### config.mk
export PLATFORM = sky130hd
export DESIGN_NAME = pdp11_alu
export DESIGN_NICKNAME = d
export VERILOG_FILES = /design/src/rtl/pdp11_alu_pkg.sv /design/src/rtl/pdp11_ash_shifter.sv /design/src/rtl/pdp11_alu.sv
export SDC_FILE = /design/constraint.sdc
export NUM_CORES = 1
export LEC_CHECK = 0
export ABC_CLOCK_PERIOD_IN_PS = 6700
export BUFFER_PORTS_ARGS = -buffer_cell sky130_fd_sc_hd__buf_4
export CORE_ASPECT_RATIO = 2
export CORE_MARGIN = 2
export CORE_UTILIZATION = 65
export CTS_CLUSTER_SIZE = 30
export DETAILED_ROUTE_END_ITERATION = 6
export PLACE_DENSITY = 0.94
export SLEW_MARGIN = 40
export SYNTH_ARGS = -nofsm -noshare
export SYNTH_HDL_FRONTEND = slang
export SYNTH_SLANG_ARGS = --single-unit
### constraint.sdc
create_clock -name clk -period 6.7 [get_ports clk]
set_input_delay 1.34 -clock clk [delete_from_list [all_inputs] [get_ports clk]]
set_output_delay 1.34 -clock clk [all_outputs]
set_load 0.01 [all_outputs]
### src/rtl/pdp11_alu_pkg.sv
// Shared definitions for the PDP-11 ALU: op codes, condition-code bit positions
// and the FSM state encoding.
package pdp11_alu_pkg;

    localparam logic [3:0] OP_MOV = 4'd0;
    localparam logic [3:0] OP_ADD = 4'd1;
    localparam logic [3:0] OP_SUB = 4'd2;
    localparam logic [3:0] OP_CMP = 4'd3;
    localparam logic [3:0] OP_BIC = 4'd4;
    localparam logic [3:0] OP_BIS = 4'd5;
    localparam logic [3:0] OP_BIT = 4'd6;
    localparam logic [3:0] OP_ASH = 4'd7;
    localparam logic [3:0] OP_INC = 4'd8;
    localparam logic [3:0] OP_DEC = 4'd9;
    localparam logic [3:0] OP_NEG = 4'd10;
    localparam logic [3:0] OP_CLR = 4'd11;

    localparam int CC_N = 3;
    localparam int CC_Z = 2;
    localparam int CC_V = 1;
    localparam int CC_C = 0;

    typedef enum logic [0:0] {
        ST_IDLE = 1'b0,
        ST_EXEC = 1'b1
    } state_e;

endpackage

### src/rtl/pdp11_ash_shifter.sv
// Serial arithmetic shifter for ASH: one bit per step, tracking the last bit
// shifted out and whether the sign bit ever changed during a left shift.
module pdp11_ash_shifter (
    input  logic        clk,
    input  logic        reset,
    input  logic        load,
    input  logic        step,
    input  logic [15:0] val_in,
    input  logic [5:0]  cnt_in,
    output logic [15:0] step_val,
    output logic        step_c,
    output logic        step_v,
    output logic        last
);

    logic [15:0] val_q, val_d;
    logic [5:0]  mag_q, mag_d;
    logic        left_q, left_d;
    logic        v_q, v_d;

    // step_* are the values the register would hold after this step, so the
    // parent can retire the result on the same edge as the final step.
    always_comb begin
        step_val = left_q ? {val_q[14:0], 1'b0} : {val_q[15], val_q[15:1]};
        step_c   = left_q ? val_q[15] : val_q[0];
        step_v   = v_q | (left_q & (val_q[15] ^ val_q[14]));
        last     = (mag_q == 6'd1);
    end

    always_comb begin
        val_d  = val_q;
        mag_d  = mag_q;
        left_d = left_q;
        v_d    = v_q;
        if (load) begin
            val_d  = val_in;
            left_d = ~cnt_in[5];
            // Negating 6'b100000 yields 6'd32, the correct magnitude for -32.
            mag_d  = cnt_in[5] ? (6'd0 - cnt_in) : cnt_in;
            v_d    = 1'b0;
        end else if (step) begin
            val_d = step_val;
            mag_d = mag_q - 6'd1;
            v_d   = step_v;
        end
    end

    always_ff @(posedge clk) begin
        if (reset) begin
            val_q  <= 16'h0000;
            mag_q  <= 6'd0;
            left_q <= 1'b0;
            v_q    <= 1'b0;
        end else begin
            val_q  <= val_d;
            mag_q  <= mag_d;
            left_q <= left_d;
            v_q    <= v_d;
        end
    end

endmodule

### src/rtl/pdp11_alu.sv
// PDP-11 ALU with NZVC register. Single-cycle ops retire on the accepting edge;
// ASH runs serially when PDP11_ALU_ASH_EN is defined, otherwise op 7 is undefined.
module pdp11_alu
    import pdp11_alu_pkg::*;
(
    input  logic        clk,
    input  logic        reset,
    input  logic        start,
    input  logic [3:0]  op,
    input  logic [15:0] a,
    input  logic [15:0] b,
    input  logic        cc_we,
    input  logic [3:0]  cc_in,
    output logic [15:0] w,
    output logic        we,
    output logic        done,
    output logic        busy,
    output logic [3:0]  cc,
    output state_e      state_dbg
);

    state_e      state_q, state_d;
    logic [15:0] w_q, w_d;
    logic        we_q, we_d;
    logic        done_q, done_d;
    logic        busy_q, busy_d;
    logic [3:0]  cc_q, cc_d;

    logic [15:0] alu_res;
    logic        alu_wr;
    logic        alu_def;
    logic [3:0]  alu_cc;
    logic [16:0] sum;
    logic [16:0] dif;
    logic [16:0] cmp;
    logic        ash_go;

    always_comb begin
        alu_res = 16'h0000;
        alu_wr  = 1'b0;
        alu_def = 1'b1;
        alu_cc  = cc_q;
        sum     = {1'b0, b} + {1'b0, a};
        dif     = {1'b0, b} - {1'b0, a};
        cmp     = {1'b0, a} - {1'b0, b};
        case (op)
            OP_MOV: begin alu_res = a;       alu_wr = 1'b1; alu_cc[CC_V] = 1'b0; end
            OP_ADD: begin
                alu_res      = sum[15:0];
                alu_wr       = 1'b1;
                alu_cc[CC_C] = sum[16];
                alu_cc[CC_V] = (a[15] == b[15]) && (sum[15] != b[15]);
            end
            OP_SUB: begin
                alu_res      = dif[15:0];
                alu_wr       = 1'b1;
                alu_cc[CC_C] = dif[16];
                alu_cc[CC_V] = (a[15] != b[15]) && (dif[15] != b[15]);
            end
            OP_CMP: begin
                alu_res      = cmp[15:0];
                alu_cc[CC_C] = cmp[16];
                alu_cc[CC_V] = (a[15] != b[15]) && (cmp[15] != a[15]);
            end
            OP_BIC: begin alu_res = b & ~a;  alu_wr = 1'b1; alu_cc[CC_V] = 1'b0; end
            OP_BIS: begin alu_res = b | a;   alu_wr = 1'b1; alu_cc[CC_V] = 1'b0; end
            OP_BIT: begin alu_res = a & b;   alu_cc[CC_V] = 1'b0; end
`ifdef PDP11_ALU_ASH_EN
            // Only the zero-count case retires here; nonzero counts go serial.
            OP_ASH: begin
                alu_res      = b;
                alu_wr       = 1'b1;
                alu_cc[CC_V] = 1'b0;
                alu_cc[CC_C] = 1'b0;
            end
`endif
            OP_INC: begin
                alu_res      = b + 16'h0001;
                alu_wr       = 1'b1;
                alu_cc[CC_V] = (b == 16'h7FFF);
            end
            OP_DEC: begin
                alu_res      = b - 16'h0001;
                alu_wr       = 1'b1;
                alu_cc[CC_V] = (b == 16'h8000);
            end
            OP_NEG: begin
                alu_res      = 16'h0000 - b;
                alu_wr       = 1'b1;
                alu_cc[CC_V] = (alu_res == 16'h8000);
                alu_cc[CC_C] = (alu_res != 16'h0000);
            end
            OP_CLR: begin
                alu_res      = 16'h0000;
                alu_wr       = 1'b1;
                alu_cc[CC_V] = 1'b0;
                alu_cc[CC_C] = 1'b0;
            end
            default: alu_def = 1'b0;
        endcase
        if (alu_def) begin
            alu_cc[CC_N] = alu_res[15];
            alu_cc[CC_Z] = (alu_res == 16'h0000);
        end
    end

`ifdef PDP11_ALU_ASH_EN
    logic [15:0] sh_val;
    logic        sh_c;
    logic        sh_v;
    logic        sh_last;

    assign ash_go = (op == OP_ASH) && (a[5:0] != 6'd0);

    pdp11_ash_shifter u_shifter (
        .clk      (clk),
        .reset    (reset),
        .load     ((state_q == ST_IDLE) && start && ash_go),
        .step     (state_q == ST_EXEC),
        .val_in   (b),
        .cnt_in   (a[5:0]),
        .step_val (sh_val),
        .step_c   (sh_c),
        .step_v   (sh_v),
        .last     (sh_last)
    );
`else
    assign ash_go = 1'b0;
`endif

    always_comb begin
        state_d = state_q;
        w_d     = w_q;
        we_d    = 1'b0;
        done_d  = 1'b0;
        busy_d  = busy_q;
        cc_d    = cc_q;
        case (state_q)
            ST_IDLE: begin
                if (start) begin
                    if (ash_go) begin
                        state_d = ST_EXEC;
                        busy_d  = 1'b1;
                    end else begin
                        done_d = 1'b1;
                        we_d   = alu_wr;
                        if (alu_wr) w_d = alu_res;
                        if (alu_def) cc_d = alu_cc;
                    end
                end
            end
            ST_EXEC: begin
`ifdef PDP11_ALU_ASH_EN
                if (sh_last) begin
                    state_d = ST_IDLE;
                    busy_d  = 1'b0;
                    done_d  = 1'b1;
                    we_d    = 1'b1;
                    w_d     = sh_val;
                    cc_d    = {sh_val[15], (sh_val == 16'h0000), sh_v, sh_c};
                end
`else
                state_d = ST_IDLE;
                busy_d  = 1'b0;
`endif
            end
            default: begin
                state_d = ST_IDLE;
                busy_d  = 1'b0;
            end
        endcase
        // An explicit condition-code load overrides whatever the op produced.
        if (cc_we) cc_d = cc_in;
    end

    always_ff @(posedge clk) begin
        if (reset) begin
            state_q <= ST_IDLE;
            w_q     <= 16'h0000;
            we_q    <= 1'b0;
            done_q  <= 1'b0;
            busy_q  <= 1'b0;
            cc_q    <= 4'b0000;
        end else begin
            state_q <= state_d;
            w_q     <= w_d;
            we_q    <= we_d;
            done_q  <= done_d;
            busy_q  <= busy_d;
            cc_q    <= cc_d;
        end
    end

    assign w         = w_q;
    assign we        = we_q;
    assign done      = done_q;
    assign busy      = busy_q;
    assign cc        = cc_q;
    assign state_dbg = state_q;

endmodule

# Yosys cells after proc, flatten, opt, wreduce, memory -nomap -nowiden
# Cells that the tools add are included.
# op_classes
n_reduce_logical,18
n_addsub,6
n_bitwise,5
n_mux,9
n_eq_ne,18
# ops
cell,n
16-bit case mux with 10 select lines,1
16-bit by 16-bit subtractor with 17-bit output,2
16-bit bitwise AND,2
"16-bit == test, second input constant",2
16-bit by 16-bit adder with 17-bit output,1
"16-bit by 1-bit adder with 16-bit output, second input constant",1
"16-bit by 15-bit == test with 1-bit output, second input constant",1
"4-bit == test, second input constant",4
16-bit zero test,1
16-bit inverter,1
16-bit OR,1
16-bit nonzero test,1
"1-bit by 16-bit subtractor with 16-bit output, first input constant",1
"16-bit by 1-bit subtractor with 16-bit output, second input constant",1
"4-bit by 3-bit == test with 1-bit output, second input constant",3
4-bit 2-to-1 mux,3
11-bit OR reduction,1
9-bit OR reduction,1
"4-bit by 2-bit == test with 1-bit output, second input constant",2
8-bit nonzero test,1
1-bit case mux with 7 select lines,1
3-bit AND reduction,2
6-bit nonzero test,1
1-bit case mux with 5 select lines,1
other kinds (11),20
# totals
wordCells,62
input_bits,44
regBits,22

# Longest topological paths before layout
# depth
word_depth,7
depth_mapped,14

# Worst setup path after synthesis
# No wires, ideal clock.
# synth_timing
path_type,input -> register
startpoint,in b[8]
endpoint,"reg cc_q[2], in the netlist cc[2]"
arrival_time_ns,4.219
path_stages,13
path_slack_ns,2.385
cell_sequence,clkbuf_1 -> inv_1 -> ha_1 -> clkbuf_1 -> nor4_2 -> nand2_1 -> a211o_1 -> a311o_1 -> nand4_1 -> o211ai_1 -> a211o_1 -> nand4b_1 -> o41ai_2
# synth_via
elab_chain_len,6
elab_cells_between_ends,14
classes_between,6 x add/sub; 4 x mux; 3 x bitwise; 1 x reduce/logical
# synth_lines
item,line,rtl
start: declaration,pdp11_alu.sv:11,"input logic [15:0] b,"
"1-bit by 16-bit subtractor with 16-bit output, or another cell as far along",pdp11_alu.sv:88,alu_res = 16'h0000 - b;
16-bit case mux with 10 select lines *,pdp11_alu.sv:46,case (op)
16-bit zero test *,pdp11_alu.sv:103,alu_cc[CC_Z] = (alu_res == 16'h0000);
4-bit 2-to-1 mux *,pdp11_alu.sv:148,if (alu_def) cc_d = alu_cc;
4-bit 2-to-1 mux *,pdp11_alu.sv:140,if (start) begin
4-bit 2-to-1 mux *,pdp11_alu.sv:173,if (cc_we) cc_d = cc_in;
end signal: assignment,pdp11_alu.sv:183,cc_q <= 4'b0000;
end signal: assignment,pdp11_alu.sv:190,cc_q <= cc_d;
end: declaration,pdp11_alu.sv:27,"logic [3:0] cc_q, cc_d;"
# Every way passes the cells marked *; elsewhere a longest branch is shown, timed or not. The select of a mux whose other input is x is not followed.
# A chain may end at the register's enable or synchronous reset.

# Worst setup path in the final report
# layout_timing
startpoint,in b[2]
endpoint,"reg cc_q[2], in the netlist cc[2]"
# The elaborated chain is that of the path after synthesis.

==> reports/results.ini <==
[floorplan]
core_area_um2=8890
io_pins=68
die_w_um=71.09
start_util_pct=65.81
die-area_um2=9822
fp-row-count=49
die_y_um=138.2

[timing]
fin_crit_ps=4902
timing_hold_violations_final=0
slew_headroom_pct=39.02
period_share_pct=73.17
setup_viol=0
rsz0062_at_grt=false
finalMaxSlewViolations=0
worstMarginPinSlew_ps=905.1
max_freq_ghz=0.2040
skew_ps=0
tns_ps=0

[finish]
utilization_pct=71.96
synthToLayoutAreaGrowth_pct=9.346
drive_gt1_share_pct=12.21
final_nets=992
antenna_cells=0
fillers=732
stdcell_area_um2=6397
instances_no_fill=978

[synthesis]
synth_top_family_by_area=compound AO/OA/AOI/OAI gates
synth_xor_area_share_pct=6.138
synth_fa_ha_area_share_pct=15.57
synth.area.mux_share_pct=0.8982
yosys.area_share.simple_pct=29.26
synth_compound_area_share_pct=32.25
yosysUniqueCellTypes=87
synthCells=860
synth_warnings=0
synth_top_flop_cell=dfxtp_1
synth_edf_count=0
ys_ff_latch=22
syn_area_per_cell_um2=6.803
syn-cell-area_um2=5851
yosysSeqAreaShare_pct=7.528
ys_async_sr_fraction_pct=0

[cts]
cts_resized=0
numCtsBuffers=3
ctsHoldBuffers=0
path_clk_slew_ps=60
clk_latency_ps=260
cts_tree=done
clock_sinks=22
cts_root_buf=clkbuf_16
cts_setup_buffers=0
htreeDepth=1
clockBufferDepth=2

[setup_path]
crit_fanout=15
start_kind=primary input
slowest_stage=a211oi_1
path_class=primary input to flip-flop
required_ps=6870
crit_path_frequent_cell=inv_1
endpoint_kind=flip-flop
crit_arrival_ps=5070
critPathMaxStageDelay_ps=760
path_cells=buf_4, inv_1, ha_1, inv_1, o221ai_1, a21oi_1, a211oi_1, a21o_1, o211ai_1, a211o_1, nand4b_1, o41ai_2

[grt]
grt_max_degree=36
grt_pass1_vias=6771
grt_pass1_wl_um=37500
grt.overflow.total=0
grtUsageTotal_pct=49.05
antenna_found_initial=0

[placed_design]
dp_cells=974
dp_hpwl_um=18910
place.gp.congestion=1.157
io_buffers=65
placed_area_um2=6297

[route]
via_per_inst=7.384
drtIter0Drc=775
routed_wl_um=24320
wl_per_cell_um=24.87
dr.pass1.iters=7
vias=7222
drcViolationCount=0
postRouteAntennaNets=0

[pwr]
p_leak_uw=0.002580
peakVddDrop_mv=0.1190
p_per_area_nw_per_um2=118.1
finalPower_uw=755.2

[worst_hold_path]
worstHoldPathType=flip-flop to flip-flop

[run]
drv_cap=0

[run_status]
status=complete, no violations

-- registers in the layout, summed over array words and instances, names as in the netlist --
| name | count |
|---|---|
| cc | 4 |
| done | 1 |
| w | 16 |
| we | 1 |
-- stage by stage --
step	setup slack (ps)	hold WS [ps]
floorplan	2385	510.5
global placement	1635	485.3
detailed placement	1557	484.5
CTS	1909	492.3
global route	1639	515.7
finish	1798	492.5
-- synth_stat cells (5+ instances only) --
cell	instances	area (um^2)
o2bb2ai_1	5	43.79
a221oi_1	8	70.07
o221ai_1	9	78.83
nand3_1	22	110.1
a31oi_1	16	100.1
nand2_1	53	198.9
nor3_1	41	205.2
clkbuf_1	45	168.9
nor2b_1	14	87.58
a21o_1	7	52.55
nand2b_1	11	68.82
xor2_1	11	96.34
a211oi_1	26	195.2
o211ai_1	12	90.09
buf_2	9	45.04
nor4b_1	6	52.55
nor4_1	18	112.6
or3_1	11	68.82
nand4_1	13	81.33
o31ai_1	5	37.54
o21ai_0	52	260.3
a21oi_1	55	275.3
dfxtp_1	22	440.4
inv_1	57	214.0
a32oi_1	8	70.07
nor2_1	91	341.6
o22ai_1	7	43.79
ha_1	68	850.8
and2_1	6	37.54
xnor2_1	30	262.8
o32ai_1	6	52.55
-- worst max-delay path, delay by kind of cell --
kind            cells  cell delay, ps
compound gates      7            2580
fa+ha+maj           1             450
buf+inv             3             470
simple gates        1             220
-- cell type report --
type / count / area [um^2] / share of cell area [%]
multi-input combinational: 718 / 4967 / 77.65
sequential: 22 / 440.4 / 6.884
inverter: 58 / 217.7 / 3.403
timing repair buffer: 74 / 555.5 / 8.684
clock buffer: 4 / 88.84 / 1.389
tap: 102 / 127.6 / 1.995
-- report_power, final --
group,internal (uW),switching (uW),leakage (uW)
sequential,141,5.69,0.000182
combinational,167,299,0.00235
clock,91.3,50.7,0.0000442
total,400,355,0.00258
-- per-layer routing --
layer | vias to the layer above | GRT usage (%) | wire, um
met5 | - | 0 | 0
met4 | 0 | 45.38 | 3062
met3 | 201 | 11.08 | 2128
met2 | 505 | 80.62 | 11510
met1 | 3277 | 49.44 | 7624
li1 | 3239 | - | -
-- final timing paths --
| path | from | end | slack, ps | depth (start not counted) |
|---|---|---|---|---|
| hold reg to reg | w[9] | w[9] | 490 | 2 |
| setup reg to reg | cc[1] | cc[1] | 5730 | 3 |
| hold / removal | w[9] | w[9] | 490 | 2 |
| setup / recovery | b[2] | cc[2] | 1800 | 12 |
-- kinds of logic after synthesis --
logic type / count (synthesis)
buffers and inverters: 121
AND/OR/NAND/NOR: 326
AO/OA/AOI/OAI: 274
flip-flops: 22
multiplexers: 4
adder cells (fa/ha/maj): 71
other: 1
XOR/XNOR: 41
-- cell usage in the layout, fill, tap and decap left out, drive strengths merged, types with 4 or more instances in the layout --
cell and instances:
and3 4, a21o 7, a211o 4, a31oi 16
nand3 22, a32oi 8, o31ai 5, inv 57
and4 4, xnor2 30, ha 68, o21ai 55
or2 4, nor4 19, nand2b 11, nor4b 6
dfxtp 22, nor2b 14, a21oi 55, o221ai 9
a221oi 8, buf 74, o211ai 12, nor3 42
nor2 92, o22ai 7, a311oi 4, nor4bb 4
clkbuf 4, nand4 13, o2bb2ai 5, xor2 11
a211oi 26, o21a 4, nor3b 4, nand2 53
o32ai 6, o21bai 4, or3 11, and2 6
Power figures use the tool's default switching activity.
